$ cat src/rtl/fifo_pkg.sv
// Shared FIFO definitions: default geometry and the ingress skid-buffer state encoding.
package fifo_pkg;

  localparam int FIFO_ADDR_SIZE = 8;
  localparam int FIFO_DATA_SIZE = 8;

  typedef enum logic [1:0] {
    EMPTY = 2'd0,
    HOLD1 = 2'd1,
    HOLD2 = 2'd2
  } wr_state_e;

endpackage

$ cat src/rtl/gray2bin.sv
// Combinational Gray-to-binary converter of configurable width.
module gray2bin #(
  parameter int W = 9
) (
  input  logic [W-1:0] gray,
  output logic [W-1:0] bin
);

  // Each binary bit is the XOR of all Gray bits at or above it.
  for (genvar i = 0; i < W; i++) begin : g_bit
    assign bin[i] = ^gray[W-1:i];
  end

endmodule

$ cat src/rtl/wr_ingress_ctrl.sv
// Write-side ingress: 2-entry skid buffer feeding the FIFO write port, plus fill-level tracking.
// Optional upstream stall counter enabled by defining WR_INGRESS_STATS_EN.
module wr_ingress_ctrl
  import fifo_pkg::*;
#(
  parameter int ADDR_SIZE    = FIFO_ADDR_SIZE,
  parameter int DATA_SIZE    = FIFO_DATA_SIZE,
  parameter int AFULL_MARGIN = 4
) (
  input  logic                 wclk,
  input  logic                 wrst_n,
  input  logic                 s_valid,
  input  logic [DATA_SIZE-1:0] s_data,
  output logic                 s_ready,
  output logic                 winc,
  output logic [DATA_SIZE-1:0] wdata,
  input  logic                 wfull,
  input  logic [ADDR_SIZE:0]   wptr,
  input  logic [ADDR_SIZE:0]   wq2_rptr,
  output logic [ADDR_SIZE:0]   wlevel,
  output logic                 walmost_full,
  output logic [15:0]          wstall_cnt
);

  localparam int PW = ADDR_SIZE + 1;
  localparam logic [PW-1:0] AFULL_LEVEL = PW'((2 ** ADDR_SIZE) - AFULL_MARGIN);

  wr_state_e            state_d, state_q;
  logic [DATA_SIZE-1:0] head_d, head_q;
  logic [DATA_SIZE-1:0] skid_d, skid_q;
  logic                 s_ready_d, s_ready_q;
  logic [PW-1:0]        wbin, rbin;
  logic [PW-1:0]        wlevel_d, wlevel_q;
  logic                 afull_d, afull_q;
  logic                 accept, drain;

  gray2bin #(.W(PW)) u_g2b_wptr (.gray(wptr),     .bin(wbin));
  gray2bin #(.W(PW)) u_g2b_rptr (.gray(wq2_rptr), .bin(rbin));

  assign accept  = s_valid & s_ready_q;
  assign drain   = winc;
  assign winc    = (state_q != EMPTY) & ~wfull;
  assign wdata   = head_q;
  assign s_ready = s_ready_q;

  always_comb begin
    state_d = state_q;
    head_d  = head_q;
    skid_d  = skid_q;
    unique case (state_q)
      EMPTY: if (accept) begin
        head_d  = s_data;
        state_d = HOLD1;
      end
      HOLD1: begin
        if (accept && drain) begin
          head_d = s_data;
        end else if (accept) begin
          skid_d  = s_data;
          state_d = HOLD2;
        end else if (drain) begin
          state_d = EMPTY;
        end
      end
      // s_ready is low here, so only a drain can happen; the skid word moves up in order.
      HOLD2: if (drain) begin
        head_d  = skid_q;
        state_d = HOLD1;
      end
      default: state_d = EMPTY;
    endcase
    s_ready_d = (state_d != HOLD2);
  end

  // Modular subtraction handles pointer wrap; MSB difference alone yields a full level.
  assign wlevel_d = wbin - rbin;
  assign afull_d  = (wlevel_d >= AFULL_LEVEL);

  always_ff @(posedge wclk or negedge wrst_n) begin
    if (!wrst_n) begin
      state_q   <= EMPTY;
      head_q    <= '0;
      skid_q    <= '0;
      s_ready_q <= 1'b0;
      wlevel_q  <= '0;
      afull_q   <= 1'b0;
    end else begin
      state_q   <= state_d;
      head_q    <= head_d;
      skid_q    <= skid_d;
      s_ready_q <= s_ready_d;
      wlevel_q  <= wlevel_d;
      afull_q   <= afull_d;
    end
  end

  assign wlevel       = wlevel_q;
  assign walmost_full = afull_q;

`ifdef WR_INGRESS_STATS_EN
  logic [15:0] stall_cnt_d, stall_cnt_q;

  always_comb begin
    stall_cnt_d = stall_cnt_q;
    if (s_valid && !s_ready_q && (stall_cnt_q != 16'hFFFF)) stall_cnt_d = stall_cnt_q + 16'd1;
  end

  always_ff @(posedge wclk or negedge wrst_n) begin
    if (!wrst_n) stall_cnt_q <= '0;
    else         stall_cnt_q <= stall_cnt_d;
  end

  assign wstall_cnt = stall_cnt_q;
`else
  assign wstall_cnt = '0;
`endif

endmodule

$ cat config.mk
export PLATFORM = sky130hd
export DESIGN_NAME = wr_ingress_ctrl
export DESIGN_NICKNAME = d
export VERILOG_FILES = /design/src/rtl/fifo_pkg.sv /design/src/rtl/gray2bin.sv /design/src/rtl/wr_ingress_ctrl.sv
export SDC_FILE = /design/constraint.sdc
export NUM_CORES = 1
export LEC_CHECK = 0
export BUFFER_PORTS_ARGS = -buffer_cell sky130_fd_sc_hd__buf_2
export CORE_AREA = 3 3 63 65
export CTS_CLUSTER_SIZE = 10
export DETAILED_ROUTE_END_ITERATION = 10
export DIE_AREA = 0 0 66 68
export PLACE_DENSITY_LB_ADDON = 0.08
export SKIP_LAST_GASP = 1
export SYNTH_ARGS = -nofsm -noshare
export SYNTH_HDL_FRONTEND = slang
export SYNTH_SLANG_ARGS = --single-unit
export TNS_END_PERCENT = 20
$ cat constraint.sdc
create_clock -name wclk -period 5.08 [get_ports wclk]
set_clock_uncertainty 0.15 [all_clocks]
set_input_delay 0.762 -clock wclk [delete_from_list [all_inputs] [get_ports wclk]]
set_output_delay 0.762 -clock wclk [all_outputs]
set_load 0.1 [all_outputs]
# --- Yosys cells after proc, flatten, opt, wreduce, memory -nomap -nowiden ---
# Cells that the tools add are included.
totals:
  word_cells: 50
  in_bits: 30
  ff_bits: 29
  output_inout_bits: 36
classes:
  mux: 10
  magnitude_cmp: 1
  eq_ne: 6
  n_bitwise: 4
  add_sub_neg: 1
  n_reduce_logical: 22
op_table:
  columns: ["op", "count"]
  rows:
  - ["$mux W8", 3]
  - ["$pmux W8 S3", 1]
  - ["$reduce_xor A9 Y1", 2]
  - ["$reduce_xor A8 Y1", 2]
  - ["$reduce_xor A7 Y1", 2]
  - ["$reduce_xor A6 Y1", 2]
  - ["$mux W2", 5]
  - ["$reduce_xor A5 Y1", 2]
  - ["$ge A9 B8 Y1 const B", 1]
  - ["$sub A9 B9 Y9", 1]
  - ["$ne A2 B2 Y1 const B", 4]
  - ["$reduce_xor A4 Y1", 2]
  - ["$pmux W2 S3", 1]
  - ["$reduce_xor A3 Y1", 2]
  - ["$reduce_and A4 Y1", 1]
  - ["$reduce_xor A2 Y1", 2]
  - ["$reduce_and A3 Y1", 1]
  - ["$reduce_bool A3 Y1", 1]
  - ["$and A1 B1 Y1", 2]
  - ["$eq A2 B1 Y1 const B", 1]
  - ["$eq A2 B2 Y1 const B", 1]
  - ["$logic_not A2 Y1", 1]
  - ["$not A1 Y1", 2]
  - ["$reduce_bool A2 Y1", 1]
  - ["$logic_and A1 B1 Y1", 1]

# --- Logic depth before layout (Yosys ltp) ---
# Gate-level depths: netlist (run 1).
depth:
  depth_word: 7
  depth_mapped: 15
  ltp_nobuf: 15

# --- Hierarchy ---
# Synthesis (run 1) repeated with hierarchy kept, for this count alone.
unflattened:
  hier_cells: 187
  hier_area_um2: 1966.9
modules_own_cells:
  columns: ["mod", "cells_per_inst", "n_inst", "area_each_um2", "seq_area_each_um2"]
  rows:
  - ["wr_ingress_ctrl", 159, 1, 1629.1, 725.7]
  - ["gray2bin", 14, 2, 168.9, 0.0]

# --- Least setup slack after synthesis (run 1) ---
# Ideal clock, no wire load.
synth_path:
  kind: "input port to flip-flop"
  startpoint: "input wptr[6]"
  endpoint: "register afull_q (netlist: walmost_full)"
  arrival_time_ns: 3.639
  path_slack_ns: 1.166
  path_stages: 14
  n_path_buf: 0
  setup_time_ns: 0.124
  required_ns: 4.806
  cell_sequence: "xor3_2 xor2_2 xnor2_1 xnor2_2 xnor3_2 xor2_1 ha_1 fa_1 nor2b_1 o31a_1 o31a_1 o21ai_0 a21oi_1 o2bb2ai_1"
synth_via:
  elab_chain_len: 3
  word_cells_on_any_way: 9
  cone_classes: "1 x add/sub; 1 x order compare; 7 x reduce/logical"
synth_rtl:
  columns: ["element", "line", "rtl"]
  rows:
  - ["start, declared", "wr_ingress_ctrl.sv:18", "input logic [ADDR_SIZE:0] wptr,"]
  - ["$reduce_xor A9 Y1, or another cell as far along", "gray2bin.sv:11", "assign bin[i] = ^gray[W-1:i];"]
  - ["$sub A9 B9 Y9 (*)", "wr_ingress_ctrl.sv:76", "assign wlevel_d = wbin - rbin;"]
  - ["$ge A9 B8 Y1 (*)", "wr_ingress_ctrl.sv:77", "assign afull_d = (wlevel_d >= AFULL_LEVEL);"]
  - ["net afull_d", "wr_ingress_ctrl.sv:34", "logic afull_d, afull_q;"]
  - ["end signal, assigned", "wr_ingress_ctrl.sv:93", "afull_q <= afull_d;"]
  - ["end, declared", "wr_ingress_ctrl.sv:34", null]
# Mark *: on every way through the listed nets, which the timed path passes. The rest lies on a longest branch.
# A chain may end at the register's enable or synchronous reset.

# --- Worst setup path in the final report (run 1) ---
layout_path:
  startpoint: "input wq2_rptr[8]"
  endpoint: "register afull_q (netlist: walmost_full)"
layout_via:
  elab_chain_len: 3
  word_cells_on_any_way: 10
  cone_classes: "1 x add/sub; 1 x order compare; 8 x reduce/logical"
layout_rtl:
  columns: ["element", "line", "rtl"]
  rows:
  - ["start, declared", "wr_ingress_ctrl.sv:19", "input logic [ADDR_SIZE:0] wq2_rptr,"]
  - ["$reduce_xor A9 Y1, or another cell as far along", "gray2bin.sv:11", null]
  - ["$sub A9 B9 Y9 (*)", "wr_ingress_ctrl.sv:76", null]
  - ["$ge A9 B8 Y1 (*)", "wr_ingress_ctrl.sv:77", null]
  - ["net afull_d", "wr_ingress_ctrl.sv:34", null]
# Marks and branches as above.

==> results of run 1 <==
==> layout make-up <==
cell class,instances,area [µm²]
fill,289,1270
multi-input combinational,122,971
sequential,29,726
timing repair buffer,50,253
tap,46,57.6
clock buffer,7,55.1
clock inverter,1,30.0
inverter,7,26.3
==> stage by stage <==
step / setup slack (ps) / util [%]
after global routing: 841 / 62.5
after CTS: 1090 / 62.5
after global placement: 813 / 60.0
after detailed placement: 740 / 60.0
final: 1110 / 62.5
after floorplan: 1170 / -
==> per-layer routing <==
layer / GRT usage [%] / share of wire [%] / vias to the layer above
met1: 16.0 / 37 / 596
met4: 9.14 / 2.1 / 0
li1: - / - / 624
met2: 30.5 / 55 / 40
met5: 0 / 0 / -
met3: 4.27 / 6.2 / 7
==> cells in the final DEF (no fill, tap or decap), types with 2 or more instances in the layout <==
| master | synthesis | final |
|---|---|---|
| clkbuf_4 | 0 | 5 |
| nor2b_1 | 3 | 3 |
| mux2_2 | 9 | 9 |
| xor2_1 | 6 | 6 |
| xor2_2 | 3 | 3 |
| xor3_2 | 2 | 2 |
| and2_1 | 2 | 2 |
| xnor3_2 | 2 | 2 |
| o31a_1 | 4 | 4 |
| nor2_1 | 17 | 17 |
| dfrtp_1 | 29 | 29 |
| a21oi_1 | 13 | 13 |
| nand2_1 | 2 | 2 |
| o21ai_0 | 5 | 5 |
| xnor2_1 | 4 | 4 |
| mux2i_1 | 8 | 8 |
| conb_1 | 1 | 16 |
| o21a_1 | 5 | 5 |
| buf_2 | 0 | 49 |
| inv_1 | 6 | 6 |
| xnor2_2 | 2 | 2 |
| ha_1 | 8 | 8 |
==> state kept, by name, summed over array words and instances (netlist names) <==
signal / flops
walmost_full: 1
wdata: 8
wlevel: 9
skid_q: 8
s_ready: 1
state_q: 2
==> kinds of logic after synthesis <==
| logic type | share of synthesized area (%) |
|---|---|
| muxes | 10.1 |
| and+or+nand+nor | 8.28 |
| adders and majority gates | 6.68 |
| buffers and inverters | 8.77 |
| AOI/OAI and AO/OA | 10.8 |
| other | 0.209 |
| DFF | 40.4 |
| xor gates and xnor gates | 14.8 |
==> critical path, delay by kind of cell <==
family,cells,cell delay (ps)
AOI/OAI and AO/OA,4,800
xor gates and xnor gates,6,1580
adders and majority gates,2,430
buffers and inverters,2,180
and+or+nand+nor,2,280
==> how the worst max path moves through the flow <==
stage | slack (ps) | start | endpoint | cells after the start
after global placement | 810 | wq2_rptr[8] | walmost_full | 16
after detailed placement | 740 | wq2_rptr[8] | walmost_full | 16
final | 1110 | wq2_rptr[8] | walmost_full | 16
after CTS | 1090 | wq2_rptr[8] | walmost_full | 16
after floorplan | 1170 | wptr[6] | walmost_full | 14
after global routing | 840 | wq2_rptr[8] | walmost_full | 16
==> out/results.ini, run 1 <==
[status]
outcome = complete, no violations

[floorplan]
core_area_mm2 = 0.00339
die_h_um = 68
start_util_pct = 53.0
top_level_ports = 66
num_rows = 21
die-width_um = 66
die-area_mm2 = 0.00449

[critical_path]
ff2ff_setup_slack_ps = 3140
crit_chain = buf_2, xnor3_2, xor2_2, xor2_2, xor3_2, xnor2_2, inv_2, xnor2_1, ha_1, fa_1, nor2b_1, o31a_1, o31a_1, o21ai_0, and3_1, o2bb2ai_1
max_stage_delay_ps = 450
arrival_ps = 4030
r2r-start = state_q[1]
worstSetupEndpointType = flip-flop
crit_path_start_kind = input pin
cp_max_fo = 3
crit_slowest_cell = xnor3_2
r2r_end = wdata[7]
path_class = in -> reg
critical_path_required_ps = 5140
r2r_cells = 3

[synthesis]
async_flop_share_pct = 100
synthDistinctLibCells = 34
ys_seq_elements = 29
syn_area_mm2 = 0.00180
synth_top_cells_by_count = dfrtp_1, nor2_1, buf_4
synth_cells = 162
synth_ff_type = dfrtp_1
synthTopCellsByArea = dfrtp_1, buf_4, mux2_2
yosysTopAreaCell = dfrtp_1
avgSynthCellArea_um2 = 11.1
synth_top_area_share_pct = 40.4
synth_most_common_cell = dfrtp_1
synth_seq_area_share_pct = 40.4
yosysWarnings = 0
synth-edff-count = 0

[global_route]
grt_max_degree = 30
grt_pass1_wl_mm = 5.40
overflow = 0
grt_usage_pct = 16.2
first_global_vias = 1263
antenna_found_initial = 0

[sta]
fin_crit_ps = 3970
worst_pin_slew_ps = 990
slew_headroom_pct = 33.8
grt_setup_unrepaired = false
period_share_pct = 78.1
tns_ps = 0
timing.hold.ws_ps = 287
hold_viol = 0
setup_viol = 0
slew_viol_final = 0
clock.fmax_mhz = 252

[drt]
antenna_left = 0
num_vias = 1267
wl_per_cell_um = 12.6
vias_per_cell = 4.84
drcViolationCount = 0
drt-total-wl_mm = 3.30
drt_iter0_markers = 45
drt_pass1_iterations = 4

[clock_network]
cts.sinks = 29
insertion_delay_ps = 320
clk_path_buf_depth = 2
cts_resized = 0
cts_buffers = 5
postCtsSetupBuffers = 0
clkSlewWorstSetupHoldPaths_ps = 90
cts_tree = built
cts-hold-fix-buffers = 0
cts_root_buf = clkbuf_4
h-tree-depth = 2

[hold_path]
min_path_type = in -> async

[placed_design]
gp_congestion = 0.790
place_hpwl_mm = 2.65
numPortBuffers = 49
dpl_cell_area_mm2 = 0.00203
post-place-cells = 254

[finish]
stdcell_count = 262
fin_area_mm2 = 0.00212
diodes = 0
area.growth.synth_to_final_pct = 17.8
drive_gt1_share_pct = 36.1
nNetsFinal = 254

[job]
cap_violations = 0

Power of run 1 is not shown: default switching activity piles up to over one toggle a cycle in this logic, so the estimate is an artifact.
==> run 2: changes to the inputs <==
ABC_AREA = 1   (was default)
CORE_AREA = 3 3 70 72   (was 3 3 63 65)
DIE_AREA = 0 0 73 75   (was 0 0 66 68)
clock period = 3.55 ns   (was 5.08 ns; I/O delays follow)
==> run 2 against run 1 <==
  * Cell count is 32% higher
  * Wire length is 3.0% higher
  * Die area is 22% higher
  * Critical path depth is 2 higher
  * Worst hold slack worse by 180 ps
  * Setup slack worse by 320 ps
  * Area after synthesis is 9.8% higher
  * Via count is 21% higher
  * Largest cell class unchanged
  * Register-to-register slack worse by 1200 ps
  * Cell area is 8.4% higher
  * Critical endpoint unchanged
==> out/results.ini, run 2 <==
[floorplan]
die_h_um = 75
num_rows = 24
core_area_mm2 = 0.00435
die-width_um = 73
die-area_mm2 = 0.00548
top_level_ports = 66
start_util_pct = 45.3

[drt]
drcViolationCount = 0
antenna_left = 0
wl_per_cell_um = 9.86
drt-total-wl_mm = 3.40
drt_pass1_iterations = 4
vias_per_cell = 4.45
drt_iter0_markers = 23
num_vias = 1536

[placed_design]
gp_congestion = 0.825
numPortBuffers = 49
dpl_cell_area_mm2 = 0.00221
place_hpwl_mm = 2.90

[finish]
final_util_pct = 52.7
nNetsFinal = 331
fin_area_mm2 = 0.00230
layout_commonest_cell = nand2_1
largest_register_ffs = 9
register_area_um2 = 726
mostFrequentLayoutCells = nand2_1, buf_2, dfrtp_1
drive_gt1_share_pct = 24.9
area.growth.synth_to_final_pct = 16.3
multiInputGateArea_mm2 = 0.00107
nFillCells = 439
diodes = 0

[global_route]
grt_max_degree = 30
first_global_vias = 1369
antenna_found_initial = 0
overflow = 0
grt_pass1_wl_mm = 5.61
grt_usage_pct = 13.2

[sta]
period_share_pct = 77.6
slew_viol_final = 0
worst_pin_slew_ps = 599
setup_viol = 0
fin_crit_ps = 2750
hold_viol = 0
slew_headroom_pct = 60.1
clock.fmax_mhz = 363
tns_ps = 0
grt_setup_unrepaired = false

[clock_network]
cts_root_buf = clkbuf_8
clk_path_buf_depth = 2
cts_resized = 0
cts.sinks = 29
cts_buffers = 5
postCtsSetupBuffers = 0
insertion_delay_ps = 280
cts-hold-fix-buffers = 0
clkSlewWorstSetupHoldPaths_ps = 60
h-tree-depth = 2
cts_tree = built

[critical_path]
crit_slowest_cell = fa_1
max_stage_delay_ps = 400
crit_family = simple AND/OR/NAND/NOR gates
critPathLaunch = wptr[8]
path_class = in -> reg
worstSetupEndpointType = flip-flop
cp.depth = 18
ff2ff_setup_slack_ps = 1950
arrival_ps = 2770
crit_end = walmost_full
r2r_cells = 5
cp_num_buf_inv = 2
crit_path_start_kind = input pin
r2r_end = wdata[6]
cp_max_fo = 4
crit_chain = buf_2, xor2_2, xor2_2, nand2_1, nand3b_1, nand2_1, ha_1, fa_1, inv_1, nand2_1, nand2_1, nand3_1, nand2_1, nand2_1, nand2_1, nor2_1, nand2_1, nand2_1
r2r-start = state_q[0]
crit_top_cell = nand2_1
critical_path_required_ps = 3570

[synthesis]
async_flop_share_pct = 100
synth_top_cells_by_count = nand2_1, dfrtp_1, inv_1
avgSynthCellArea_um2 = 8.30
synthDistinctLibCells = 22
synth-edff-count = 0
yosysTopAreaCell = dfrtp_1
syn_area_mm2 = 0.00197
yosysWarnings = 0
ys_seq_elements = 29
synthTopCellsByArea = dfrtp_1, nand2_1, xnor2_1
synth_top_area_share_pct = 36.8
synth_cells = 238
synth_seq_area_share_pct = 36.8
synth_ff_type = dfrtp_1
synth_most_common_cell = nand2_1

[job]
cap_violations = 0

[status]
outcome = complete, no violations

[hold_path]
min_path_type = in -> async

## run 2: cell count changes in the layout (fill, tap and decap cells not counted), moves of 5 or more
cell      change
inv_1        +21
nand2_1      +57
clkbuf_4      -5
mux2i_1       -8
a21oi_1       -9
nand3_1      +12
a31oi_1       +8
o21a_1        -5
xnor2_1      +18
## run 2: per-stage QoR
stage	cells	hold slack, ps	setup WS (ps)
floorplan	253	86.9	862
global placement	337	336	531
detailed placement	337	343	476
CTS	345	132	777
global route	345	165	518
finish	345	106	796
## run 2: cell type report
class	instances	area share, %
sequential	29	31.6
tap	52	2.83
inverter	29	4.74
timing repair buffer	49	10.7
clock inverter	2	0.436
clock buffer	6	3.16
multi-input combinational	178	46.5
## run 2: worst min-delay path by stage
stage                     cells past startpoint       from  slack [ps]   endpoint
after global placement                        1  skid_q[7]         340  skid_q[7]
final                                         1     wrst_n         110   wdata[3]
after detailed placement                      1  skid_q[1]         340  skid_q[1]
after global routing                          1     wrst_n         160   wdata[3]
after CTS                                     1     wrst_n         130   wdata[3]
after floorplan                               0     wrst_n          90    s_ready
## run 2: cells by family after synthesis
kind of cell / share of synthesized area (%)
AOI/OAI and AO/OA: 4.56
xor gates and xnor gates: 15.8
adders and majority gates: 6.08
buffers and inverters: 12.0
DFF: 36.8
muxes: 4.56
other: 0.190
and+or+nand+nor: 20.0
## run 2: layer usage
| layer | part of all wire [%] | GRT usage, % |
|---|---|---|
| met1 | 41 | 15.0 |
| met2 | 50 | 23.1 |
| met5 | 0 | 0 |
| met3 | 6.8 | 2.80 |
| met4 | 2.4 | 7.38 |
Power of run 2 is left out for the same reason.
==> run 3: changes to the inputs <==
CORE_AREA = 3 3 67 69   (was 3 3 70 72)
DIE_AREA = 0 0 70 72   (was 0 0 73 75)
clock period = 2.56 ns   (was 3.55 ns; I/O delays follow)
==> run 3 against run 2 <==
  * Worst hold slack gained 97 ps
  * Die area shrank 7.9%
  * Non-clock buffer count grew 31
  * Setup slack lost 610 ps
  * Critical path depth shrank 2
  * Wire length grew 2.4%
  * Flip-flop and latch count is the same
  * Cell count grew 8.4%
  * Count of clock-buffer cells in the layout grew 1
  * Utilization grew 13 points
  * Sequential share of layout area shrank 3.9 points
  * Critical endpoint unchanged
  * Highest routed layer unchanged
==> out/results.ini, run 3 (synthesized netlist as in run 2, its figures left out) <==
[finish]
layout_commonest_cell = nand2_1
nNetsFinal = 362
largest_register_ffs = 9
diodes = 0
drive_gt1_share_pct = 36.7
mostFrequentLayoutCells = nand2_1, buf_2, buf_4, dfrtp_1, inv_1
area.growth.synth_to_final_pct = 32.8
nFillCells = 364

[critical_path]
path_class = in -> reg
worstSetupEndpointType = flip-flop
critical_path_required_ps = 2630
cp_max_fo = 3
arrival_ps = 2440
crit_path_start_kind = input pin

[status]
outcome = complete, no violations

[clock_network]
clkSlewWorstSetupHoldPaths_ps = 60
clk_path_buf_depth = 2
h-tree-depth = 2
postCtsSetupBuffers = 0
cts_root_buf = clkbuf_8
insertion_delay_ps = 280
cts.sinks = 29
cts_buffers = 5
cts_tree = built

[sta]
slew_viol_final = 0
period_share_pct = 92.6
fin_crit_ps = 2370
slew_headroom_pct = 59.7
setup_viol = 0
clock.fmax_mhz = 422
worst_pin_slew_ps = 605
grt_setup_unrepaired = false
hold_viol = 0
timing.hold.ws_ps = 203

[global_route]
grt_use_met2_pct = 27.4
grt_pass1_wl_mm = 6.22
gr-max-usage-layer = met2
first_global_vias = 1551
grt_util_met3_pct = 4.16
overflow = 0
grt_usage_pct = 15.0
grt.met1_usage_pct = 16.7
grt_max_degree = 30
antenna_found_initial = 0

[drt]
drt_pass1_iterations = 4
num_vias = 1624
vias_per_cell = 4.34
drt-total-wl_mm = 3.48
wl_per_cell_um = 9.32
antenna_left = 0
drcViolationCount = 0
drt_iter0_markers = 62

[floorplan]
num_rows = 23
die-area_mm2 = 0.00504
core_area_mm2 = 0.00397
start_util_pct = 49.7
top_level_ports = 66
die-width_um = 70
die_h_um = 72

[placed_design]
place_hpwl_mm = 2.96
gp_congestion = 0.766
numPortBuffers = 49

[job]
cap_violations = 0

[hold_path]
min_path_type = in -> reg

[run 3: cell count changes in the layout (fill, tap and decap cells not counted), moves of 2 or more]
cell | previous run | this run
xnor2_2 | 0 | 2
xor2_2 | 2 | 4
clkbuf_8 | 5 | 7
xor2_1 | 10 | 8
buf_4 | 0 | 29
nand2_2 | 1 | 8
nand2_1 | 59 | 52
xnor2_1 | 22 | 20
[run 3: metrics by stage]
step	worst slack (ps)	area, µm²	cells	utilization, %	TNS, ps
final	189	2620	374	66.0	0
after floorplan	20.5	2030	253	-	0
after detailed placement	-250	2440	365	61.3	-680
after global placement	-158	2440	365	61.3	-346
after global routing	14.9	2620	374	66.0	0
after CTS	45.7	2550	374	64.1	0
[run 3: final timing paths]
path	startpoint	endpoint	slack, ps	depth (start not counted)
setup / recovery	wq2_rptr[8]	walmost_full	190	16
hold / removal	s_data[6]	skid_q[6]	200	2
setup reg to reg	state_q[1]	wdata[7]	960	6
hold reg to reg	skid_q[7]	skid_q[7]	360	1
max in group asynchronous	wrst_n	wlevel[1]	1360	2
min in group asynchronous	wrst_n	skid_q[0]	500	2
[run 3: cell type report]
cell class                 instances  area, µm²  area share (%)
clock buffer                       7       96.3            3.68
clock inverter                     1       5.00           0.191
inverter                          29        109            4.15
multi-input combinational        178       1140            43.4
sequential                        29        726            27.7
tap                               50       62.6            2.39
timing repair buffer              80        484            18.5
[run 3: per-layer routing]
layer | routed length [µm] | share of wire, % | vias up
met5 | 0 | 0 | -
met4 | 53 | 1.5 | 0
met3 | 218 | 6.3 | 6
met2 | 1830 | 52 | 43
met1 | 1380 | 40 | 696
li1 | - | - | 879
[run 3: critical path: stages]
cell and delay [ps]:
buf_2 100, inv_1 40, nand2_1 60, nand2_2 80, xnor2_1 140, or2_2 270, nand3_1 80, nand2_2 80
ha_4 170, fa_2 350, buf_4 140, xnor2_1 210, nand3_1 120, nor2_1 120, nand2_1 50, nand2_1 50
[run 3: what timing repair did]
item	4_1_cts	5_1_grt
hold buffers	1	0
resized for setup	0	17
endpoints found under the hold margin	29	0
setup endpoints to repair	0	3
Power of run 3 is left out for the same reason.
